`config.mk`:
```
export PLATFORM = sky130hd
export DESIGN_NAME = bmp_pixel_packer
export DESIGN_NICKNAME = d
export VERILOG_FILES = /design/src/rtl/image_pkg.sv /design/src/rtl/pixel_pos_counter.sv /design/src/rtl/bmp_pixel_packer.sv
export SDC_FILE = /design/constraint.sdc
export NUM_CORES = 1
export LEC_CHECK = 0
export ABC_AREA = 1
export CAP_MARGIN = 20
export CORE_MARGIN = 4
export CORE_UTILIZATION = 58
export CTS_BUF_LIST = sky130_fd_sc_hd__clkbuf_2
export CTS_CLUSTER_DIAMETER = 100
export DETAILED_ROUTE_END_ITERATION = 8
export GPL_TIMING_DRIVEN = 0
export PLACE_DENSITY_LB_ADDON = 0.1
export REMOVE_ABC_BUFFERS = 1
export SLEW_MARGIN = 20
export SYNTH_ARGS = -nofsm -noshare
export SYNTH_HDL_FRONTEND = slang
export SYNTH_SLANG_ARGS = --single-unit
```
`constraint.sdc`:
```
create_clock -name clock -period 4.1 [get_ports clock]
set_clock_uncertainty 0.2 [all_clocks]
set_input_delay 0.41 -clock clock [delete_from_list [all_inputs] [get_ports clock]]
set_output_delay 0.41 -clock clock [all_outputs]
set_load 0.02 [all_outputs]
```
`src/rtl/image_pkg.sv`:
```
// Shared image-pipeline definitions: BMP row geometry helpers, header size and
// the pixel packer state encoding.
package image_pkg;

    localparam int BMP_HEADER_SIZE = 54;

    typedef enum logic [1:0] {
        S_FETCH  = 2'd0,
        S_EMIT   = 2'd1,
        S_PAD    = 2'd2,
        S_ROWEND = 2'd3
    } packer_state_t;

    // Bytes in one stored BMP row, rounded up to a 4-byte boundary.
    function automatic int bmp_row_bytes(input int width, input int channels);
        return ((width * channels + 3) / 4) * 4;
    endfunction

    function automatic int bmp_pad_bytes(input int width, input int channels);
        return (4 - ((width * channels) % 4)) % 4;
    endfunction

endpackage

```
`src/rtl/pixel_pos_counter.sv`:
```
// Column/row position tracker with wrap-around and last-column/last-row flags,
// shared by raster-order blocks such as the BMP packer and the sobel line buffer.
module pixel_pos_counter #(
    parameter int WIDTH  = 720,
    parameter int HEIGHT = 540
) (
    input  logic                           clock,
    input  logic                           reset,
    input  logic                           col_adv,
    input  logic                           row_adv,
    output logic [$clog2(HEIGHT+1)-1:0]    row,
    output logic                           last_col,
    output logic                           last_row
);

    localparam int COL_W = (WIDTH > 1) ? $clog2(WIDTH) : 1;
    localparam int ROW_W = $clog2(HEIGHT + 1);
    localparam logic [COL_W-1:0] COL_LAST = COL_W'(WIDTH - 1);
    localparam logic [ROW_W-1:0] ROW_LAST = ROW_W'(HEIGHT - 1);

    logic [COL_W-1:0] col_q, col_d;
    logic [ROW_W-1:0] row_q, row_d;

    always_comb begin
        col_d = col_q;
        row_d = row_q;
        if (col_adv) begin
            col_d = (col_q == COL_LAST) ? '0 : col_q + 1'b1;
        end
        if (row_adv) begin
            row_d = (row_q == ROW_LAST) ? '0 : row_q + 1'b1;
        end
    end

    always_ff @(posedge clock) begin
        if (reset) begin
            col_q <= '0;
            row_q <= '0;
        end else begin
            col_q <= col_d;
            row_q <= row_d;
        end
    end

    assign row      = row_q;
    assign last_col = (col_q == COL_LAST);
    assign last_row = (row_q == ROW_LAST);

endmodule

```
`src/rtl/bmp_pixel_packer.sv`:
```
// Expands one grayscale source word into CHANNELS identical bytes, appends BMP
// row padding and tracks frame position. Optional checksum: PACKER_CHECKSUM_EN.
module bmp_pixel_packer
    import image_pkg::*;
#(
    parameter int IMG_WIDTH  = 720,
    parameter int IMG_HEIGHT = 540,
    parameter int IN_DWIDTH  = 8,
    parameter int CHANNELS   = 3
) (
    input  logic                               clock,
    input  logic                               reset,
    input  logic [IN_DWIDTH-1:0]               in_dout,
    input  logic                               in_empty,
    output logic                               in_rd_en,
    output logic [7:0]                         out_din,
    input  logic                               out_full,
    output logic                               out_wr_en,
    output logic                               busy,
    output logic                               frame_done,
    output logic [$clog2(IMG_HEIGHT+1)-1:0]    row_count,
`ifdef PACKER_CHECKSUM_EN
    output logic [15:0]                        frame_sum,
`endif
    output packer_state_t                      state_dbg
);

    // Handshakes: a source word is consumed in a cycle where in_rd_en=1 and
    // in_empty=0; a byte is accepted in a cycle where out_wr_en=1 (only ever
    // raised while out_full=0). Both are decided from registered state.

    localparam int PAD_BYTES = bmp_pad_bytes(IMG_WIDTH, CHANNELS);
    localparam int CHAN_W    = (CHANNELS > 1) ? $clog2(CHANNELS) : 1;
    localparam int PAD_W     = 2;
    localparam logic [CHAN_W-1:0] CHAN_LAST = CHAN_W'(CHANNELS - 1);
    localparam logic [PAD_W-1:0]  PAD_LAST  = PAD_W'((PAD_BYTES > 0) ? PAD_BYTES - 1 : 0);

    packer_state_t     state_q, state_d;
    logic [7:0]        pix_q, pix_d;
    logic [CHAN_W-1:0] chan_q, chan_d;
    logic [PAD_W-1:0]  pad_q, pad_d;
    logic              busy_q, busy_d;
    logic              done_q, done_d;

    logic col_adv;
    logic row_adv;
    logic row_end_go;
    logic last_col;
    logic last_row;

    pixel_pos_counter #(
        .WIDTH  (IMG_WIDTH),
        .HEIGHT (IMG_HEIGHT)
    ) u_pos (
        .clock    (clock),
        .reset    (reset),
        .col_adv  (col_adv),
        .row_adv  (row_adv),
        .row      (row_count),
        .last_col (last_col),
        .last_row (last_row)
    );

    always_comb begin
        state_d    = state_q;
        pix_d      = pix_q;
        chan_d     = chan_q;
        pad_d      = pad_q;
        busy_d     = busy_q;
        done_d     = 1'b0;
        in_rd_en   = 1'b0;
        out_wr_en  = 1'b0;
        out_din    = 8'h00;
        col_adv    = 1'b0;
        row_adv    = 1'b0;
        row_end_go = 1'b0;

        case (state_q)
            S_FETCH: begin
                in_rd_en = ~in_empty;
                if (!in_empty) begin
                    pix_d   = in_dout[IN_DWIDTH-1 -: 8];
                    chan_d  = '0;
                    busy_d  = 1'b1;
                    state_d = S_EMIT;
                end
            end

            S_EMIT: begin
                out_din   = pix_q;
                out_wr_en = ~out_full;
                if (!out_full) begin
                    chan_d = chan_q + 1'b1;
                    if (chan_q == CHAN_LAST) begin
                        chan_d  = '0;
                        col_adv = 1'b1;
                        if (!last_col) begin
                            // Chain straight into the next pixel when one is waiting.
                            if (!in_empty) begin
                                in_rd_en = 1'b1;
                                pix_d    = in_dout[IN_DWIDTH-1 -: 8];
                            end else begin
                                state_d = S_FETCH;
                            end
                        end else if (PAD_BYTES > 0) begin
                            pad_d   = '0;
                            state_d = S_PAD;
                        end else begin
                            row_end_go = 1'b1;
                        end
                    end
                end
            end

            S_PAD: begin
                out_wr_en = ~out_full;
                if (!out_full) begin
                    pad_d = pad_q + 1'b1;
                    if (pad_q == PAD_LAST) begin
                        pad_d      = '0;
                        row_end_go = 1'b1;
                    end
                end
            end

            S_ROWEND: begin
                row_adv = 1'b1;
                state_d = S_FETCH;
            end

            default: begin
                state_d = S_FETCH;
            end
        endcase

        // frame_done/busy settle on entry to S_ROWEND so the pulse lands one
        // cycle after the final byte and the next frame may fetch right after.
        if (row_end_go) begin
            state_d = S_ROWEND;
            if (last_row) begin
                done_d = 1'b1;
                busy_d = 1'b0;
            end
        end
    end

    always_ff @(posedge clock) begin
        if (reset) begin
            state_q <= S_FETCH;
            pix_q   <= '0;
            chan_q  <= '0;
            pad_q   <= '0;
            busy_q  <= 1'b0;
            done_q  <= 1'b0;
        end else begin
            state_q <= state_d;
            pix_q   <= pix_d;
            chan_q  <= chan_d;
            pad_q   <= pad_d;
            busy_q  <= busy_d;
            done_q  <= done_d;
        end
    end

    assign busy       = busy_q;
    assign frame_done = done_q;
    assign state_dbg  = state_q;

`ifdef PACKER_CHECKSUM_EN
    logic [15:0] sum_acc_q, sum_acc_d;
    logic [15:0] frame_sum_q, frame_sum_d;

    // The final byte of a frame is folded in before capture, then the
    // accumulator restarts for the next frame.
    always_comb begin
        sum_acc_d   = sum_acc_q;
        frame_sum_d = frame_sum_q;
        if (out_wr_en) begin
            sum_acc_d = sum_acc_q + {8'h00, out_din};
        end
        if (done_d) begin
            frame_sum_d = sum_acc_d;
            sum_acc_d   = '0;
        end
    end

    always_ff @(posedge clock) begin
        if (reset) begin
            sum_acc_q   <= '0;
            frame_sum_q <= '0;
        end else begin
            sum_acc_q   <= sum_acc_d;
            frame_sum_q <= frame_sum_d;
        end
    end

    assign frame_sum = frame_sum_q;
`endif

endmodule

```
==> impl_results.md, run 1 <==
* Grt ovf at 0
* Switching share of power at 35.3%
* Clock buffer depth at 2
* Seq pwr share at 43.9%
* Unique masters post-synth at 32
* Mux contribution to synthesized area at 0%
* Synth area leaders: dfxtp_1, nand2_1, inv_1, nor2_1, nand3_1
* CP max FO at 18
* Average wire per standard cell at 11.8 um
* Critical path capture point type: output port
* XOR/XNOR share of the synthesized area at 1.34%
* Clock period minus worst slack at 3320 ps
* Worst R2R Setup Slack at 1690 ps
* Via count at 1746
* Hold Violations, Final at 0
* TritonCTS clock tree: done
* Worst EP arrival at 2710 ps
* WL met2 at 1900 um
* Skew-Pair Late Insertion Delay at 380 ps
* Synthesized area at 1960 sq um
* Top sig layer: met4
* Clock Power Share at 24.5%
* WHS at 278 ps
* ANT nets after route at 0
* Largest family of logic cells by synthesized area: simple AND/OR/NAND/NOR gates
* PwrDens at 380 nW/um^2
* DRT Wirelength at 4100 um
* Core Rows at 20
* Root Buffer: clkbuf_2
* Clock Sinks at 36
* CP Class: reg -> out
* Avg Vias per Cell at 5.02
* Cell-internal power at 0.592 mW
* Die W at 66.2 um
* Syn Area/Cell at 7.41 sq um
* Post-Syn Instances at 265
* Core region area at 3150 sq um
* Post_cts resized at 0
* Setup TNS at 0 ps
* Register area share after synthesis at 36.7%
* Combinational Power Share at 31.5%
* Share of the synthesized area in the top cell type at 36.7%
* Max-slew violations at 0
* Cell taking the most area after synthesis: dfxtp_1
* Die area at 4380 sq um
* Fin nets at 323
* Antenna violations before repair at 0
* RSZ-0062 raised after global routing: false
* Fraction of layout cells with a size suffix above 1 at 14.5%
* Worst setup SP type: register
* WL met3 at 103 um
* DP Area at 2340 sq um
* Post-Synth Simple-Gate Area at 35.6%
* Leak at 0.997 nW
* F_max at 301 MHz
* I/O Buffers at 35
* Largest net degree at the start of global routing at 19
* I/O pins at 36
* Setup Fix Bufs, Post-CTS at 0
* First-pass GRT wire length at 6900 um
* H-tree levels at 2
* Most common cell after layout, fill and taps aside: nand2_1
* Post-synthesis compound-gate area fraction at 12.4%
* Gp weighted congestion at 0.888
* Number of global-route vias before repair at 1634
* YS warnings at 0
* Period utilization at 81.0%
* Synth Area in Adders at 5.10%
* Synth-to-layout area growth at 22.8%
* Final core occ at 76.4%
* #FFs+latches synth at 36
* Drt first pass iters at 4
* Die Y at 66.2 um
* Finished Layout Cells at 348
* Worst min path class: reg -> reg
* Dpl hpwl at 3000 um
* Total GRT Usage at 20.2%
* Placed Cells at 340
* Max capacitance violation total at 0
* Worst Path Required at 3490 ps
* Met1 Routed Length at 2060 um
* Final setup viols at 0
* Total CTS buffers at 5
* Hold_buf cts at 0
* DR iter-0 viols at 95
* Status: completed
* Register clock-pin slew on the reported worst setup and hold paths at 180 ps
* Initial Util at 62.3%
* N_diodes at 0
* Worst Tran Pin Value at 855 ps
* Most frequent cells in the layout: nand2_1, dfxtp_1, clkdlybuf4s50_1
* Worst VDD drop at 249 uV
* Number of remaining DRC errors at 0
* Slew HR at 42.9%
* Design Area, Final at 2410 sq um
* Switch Pwr at 0.323 mW
cell families (layout without fill, tap and decap cells):
family / count (synthesis) / after routing
compound gates: 39 / 39
xor+xnor: 3 / 3
fa+ha+maj: 8 / 8
buf+inv: 44 / 83
flops: 36 / 36
simple gates: 135 / 135
Yosys cell counts, drive strengths merged:
cell type  instances
nand2             58
inv               39
nor2              37
dfxtp             36
a21oi             25
nand3             23
o21ai             10
ha                 8
nand4              6
nor3               5
nor3b              5
xnor2              3
a211oi             2
a31oi              2
buf                2
clkbuf             2
clkinv             1
or2                1
flip-flops by register name, summed over array words and instances, names as in the netlist:
register	flops
u_pos.row	10
frame_done	1
state_dbg	2
pix_q	8
u_pos.col_q	10
busy	1
pad_q	2
chan_q	2
path summary, 6_finish.rpt:
path	end	cells past startpoint	startpoint
setup / recovery	in_rd_en	7	state_dbg[1]$_SDFFE_PP0P_
setup reg to reg	u_pos.col_q[4]$_SDFFE_PP0P_	9	state_dbg[1]$_SDFFE_PP0P_
hold / removal	pix_q[7]$_SDFFE_PP0P_	2	pix_q[7]$_SDFFE_PP0P_
hold reg to reg	pix_q[7]$_SDFFE_PP0P_	2	pix_q[7]$_SDFFE_PP0P_
power groups by stage:
stage | registers, mW | logic, mW | clock network [mW]
3_3_place_gp | 0.408 | 0.281 | 0
3_5_place_dp | 0.408 | 0.284 | 0
6_report | 0.402 | 0.289 | 0.225
5_1_grt | 0.406 | 0.318 | 0.250
4_1_cts | 0.402 | 0.290 | 0.230
2_1_floorplan | 0.412 | 0.196 | 0
per-layer routing:
layer	up-vias	GRT usage, %
met5	-	0
met4	0	6.09
met3	7	4.08
met2	27	34.0
met1	784	25.8
li1	928	-
per-stage QoR:
step	worst slack, ps	power, mW
6_report	780	0.916
5_1_grt	589	0.974
4_1_cts	756	0.921
3_5_place_dp	1210	0.693
3_3_place_gp	1200	0.689
2_1_floorplan	1820	0.608
cell type report:
class | count | area (sq um)
multi-input cells | 185 | 1070
repair buffers | 35 | 350
flip-flops and latches | 36 | 721
well taps | 44 | 55.1
fillers | 264 | 743
clock inverters | 2 | 35.0
clock buffers | 6 | 30.0
inverters | 40 | 150
critical path: stages, from the launching register on:
cell	delay [ps]
dfxtp_1	390
inv_1	90
ha_1	660
nand2_2	200
nor2_8	200
nand3_1	90
o21ai_0	70
clkdlybuf4s50_1	630
Note: power is estimated with default switching activity, not from simulation.
==> run 2, diff against run 1 <==
--- a/config.mk
+++ b/config.mk
@@ -8,7 +8,7 @@
 export ABC_AREA = 1
 export CAP_MARGIN = 20
 export CORE_MARGIN = 4
-export CORE_UTILIZATION = 58
+export CORE_UTILIZATION = 54
 export CTS_BUF_LIST = sky130_fd_sc_hd__clkbuf_2
 export CTS_CLUSTER_DIAMETER = 100
 export DETAILED_ROUTE_END_ITERATION = 8
==> constraint.sdc (replaced) <==
create_clock -name clock -period 3.4 [get_ports clock]
set_clock_uncertainty 0.2 [all_clocks]
set_input_delay 0.34 -clock clock [delete_from_list [all_inputs] [get_ports clock]]
set_output_delay 0.34 -clock clock [all_outputs]
set_load 0.02 [all_outputs]
==> impl_results.md, run 2 (synthesis results as in run 1) <==
* DR iter-0 viols at 95
* Register clock-pin slew on the reported worst setup and hold paths at 170 ps
* Hold Violations, Final at 0
* Initial Util at 57.5%
* Drt first pass iters at 4
* Worst VDD drop at 349 uV
* Period utilization at 88.8%
* Number of global-route vias before repair at 1598
* Final core occ at 69.8%
* CP Buf/Inv Count at 2
* Hold Path Sink: pix_q[0]$_SDFFE_PP0P_
* Average wire per standard cell at 11.5 um
* Status: completed
* R2R Path Start: state_dbg[1]$_SDFFE_PP0P_
* CP Class: reg -> out
* Total CTS buffers at 5
* PwrDens at 429 nW/um^2
* Fraction of layout cells with a size suffix above 1 at 14.5%
* Largest net degree at the start of global routing at 19
* Max-slew violations at 0
* Core region area at 3420 sq um
* Clock buffer depth at 2
* Fin nets at 323
* Setup Fix Bufs, Post-CTS at 0
* Clock Sinks at 36
* Worst min path class: reg -> reg
* Root Buffer: clkbuf_2
* Number of remaining DRC errors at 0
* Total GRT Usage at 19.6%
* Clock period minus worst slack at 3020 ps
* TritonCTS clock tree: done
* F_max at 331 MHz
* Critical path capture point type: output port
* Via count at 1764
* Worst EP arrival at 2480 ps
* Antenna violations before repair at 0
* Crit-path cells: inv_1 > ha_2 > nand2_2 > nor2_8 > nand3_1 > o21ai_0 > clkdlybuf4s50_1
* Max capacitance violation total at 0
* I/O pins at 36
* DRT Wirelength at 4010 um
* WHS at 281 ps
* Power Total at 1.02 mW
* Grt ovf at 0
* Hold_buf cts at 0
* Die Y at 68.3 um
* Top Family by Delay on Critical Path: buffers and inverters
* Avg Vias per Cell at 5.05
* Die W at 68.3 um
* Slew HR at 40.6%
* Largest stage delay, worst path at 630 ps
* Setup TNS at 0 ps
* Worst R2R Setup Slack at 1240 ps
* Worst Path Required at 2860 ps
* H-tree levels at 2
* CP max FO at 18
* Hold path cells at 2
* Skew-Pair Late Insertion Delay at 380 ps
* Die area at 4660 sq um
* Final setup viols at 0
* Dpl hpwl at 3010 um
* Leak at 0.981 nW
* I/O Buffers at 35
* Core Rows at 21
* RSZ-0062 raised after global routing: false
* ANT nets after route at 0
* Most common cell after layout, fill and taps aside: nand2_1
* Synth-to-layout area growth at 21.5%
* Worst setup SP type: register
* Most frequent cells in the layout: nand2_1, dfxtp_1, clkdlybuf4s50_1
* Worst reg2reg path depth at 9
* N_diodes at 0
* Reg-to-Reg End: u_pos.col_q[4]$_SDFFE_PP0P_
* Critical Path Slowest Stage Cell: clkdlybuf4s50_1
* Gp weighted congestion at 0.788
* Hold wc startpoint: pix_q[0]$_SDFFE_PP0P_
* First-pass GRT wire length at 6870 um
* Worst Tran Pin Value at 888 ps
run 2: layer usage:
metal / routed length, um / up-vias / track usage [%] / share of wire, %
met5: 0 / - / 0 / 0
met4: 59 / 0 / 8.93 / 1.5
met3: 127 / 5 / 4.27 / 3.2
met2: 1900 / 22 / 31.5 / 47
met1: 1920 / 809 / 24.8 / 48
li1: - / 928 / - / -
run 2: repair_timing:
action	in CTS	in global routing
endpoints found under the setup margin	0	1
hold endpoints to repair	0	0
resized for setup	0	1
run 2: cell type report:
type,count,area [sq um]
Clock buffer,6,30.0
Clock inverter,1,5.00
Multi-Input combinational cell,185,1070
Fill cell,299,1030
Inverter,40,150
Timing Repair Buffer,35,350
Tap cell,46,57.6
Sequential cell,36,721
run 2: worst max-delay path by stage:
stage	depth (start not counted)	end	startpoint	slack (ps)
after detailed placement	7	in_rd_en	state_dbg[1]$_SDFFE_PP0P_	550
after global placement	7	in_rd_en	state_dbg[1]$_SDFFE_PP0P_	570
after floorplan	5	in_rd_en	state_dbg[0]$_SDFFE_PP0P_	1190
after global routing	7	in_rd_en	state_dbg[1]$_SDFFE_PP0P_	200
final	7	in_rd_en	state_dbg[1]$_SDFFE_PP0P_	380
after CTS	7	in_rd_en	state_dbg[1]$_SDFFE_PP0P_	90
run 2: stage by stage:
step / setup WS [ps] / instance area [sq um] / std cells
after CTS: 92.5 / 2380 / 349
after floorplan: 1190 / 1940 / 261
after detailed placement: 554 / 2350 / 342
final: 380 / 2380 / 349
after global placement: 574 / 2350 / 342
after global routing: 197 / 2380 / 349
run 2: power breakdown:
group          switching [mW]  internal, mW
sequential             0.0263         0.458
combinational           0.216         0.132
clock                   0.141        0.0491
run 2: worst min-delay path: cells and delay by family, from the launching register on:
family	cells	cell delay [ps]
simple gates	1	70
compound gates	1	40
flops	1	350
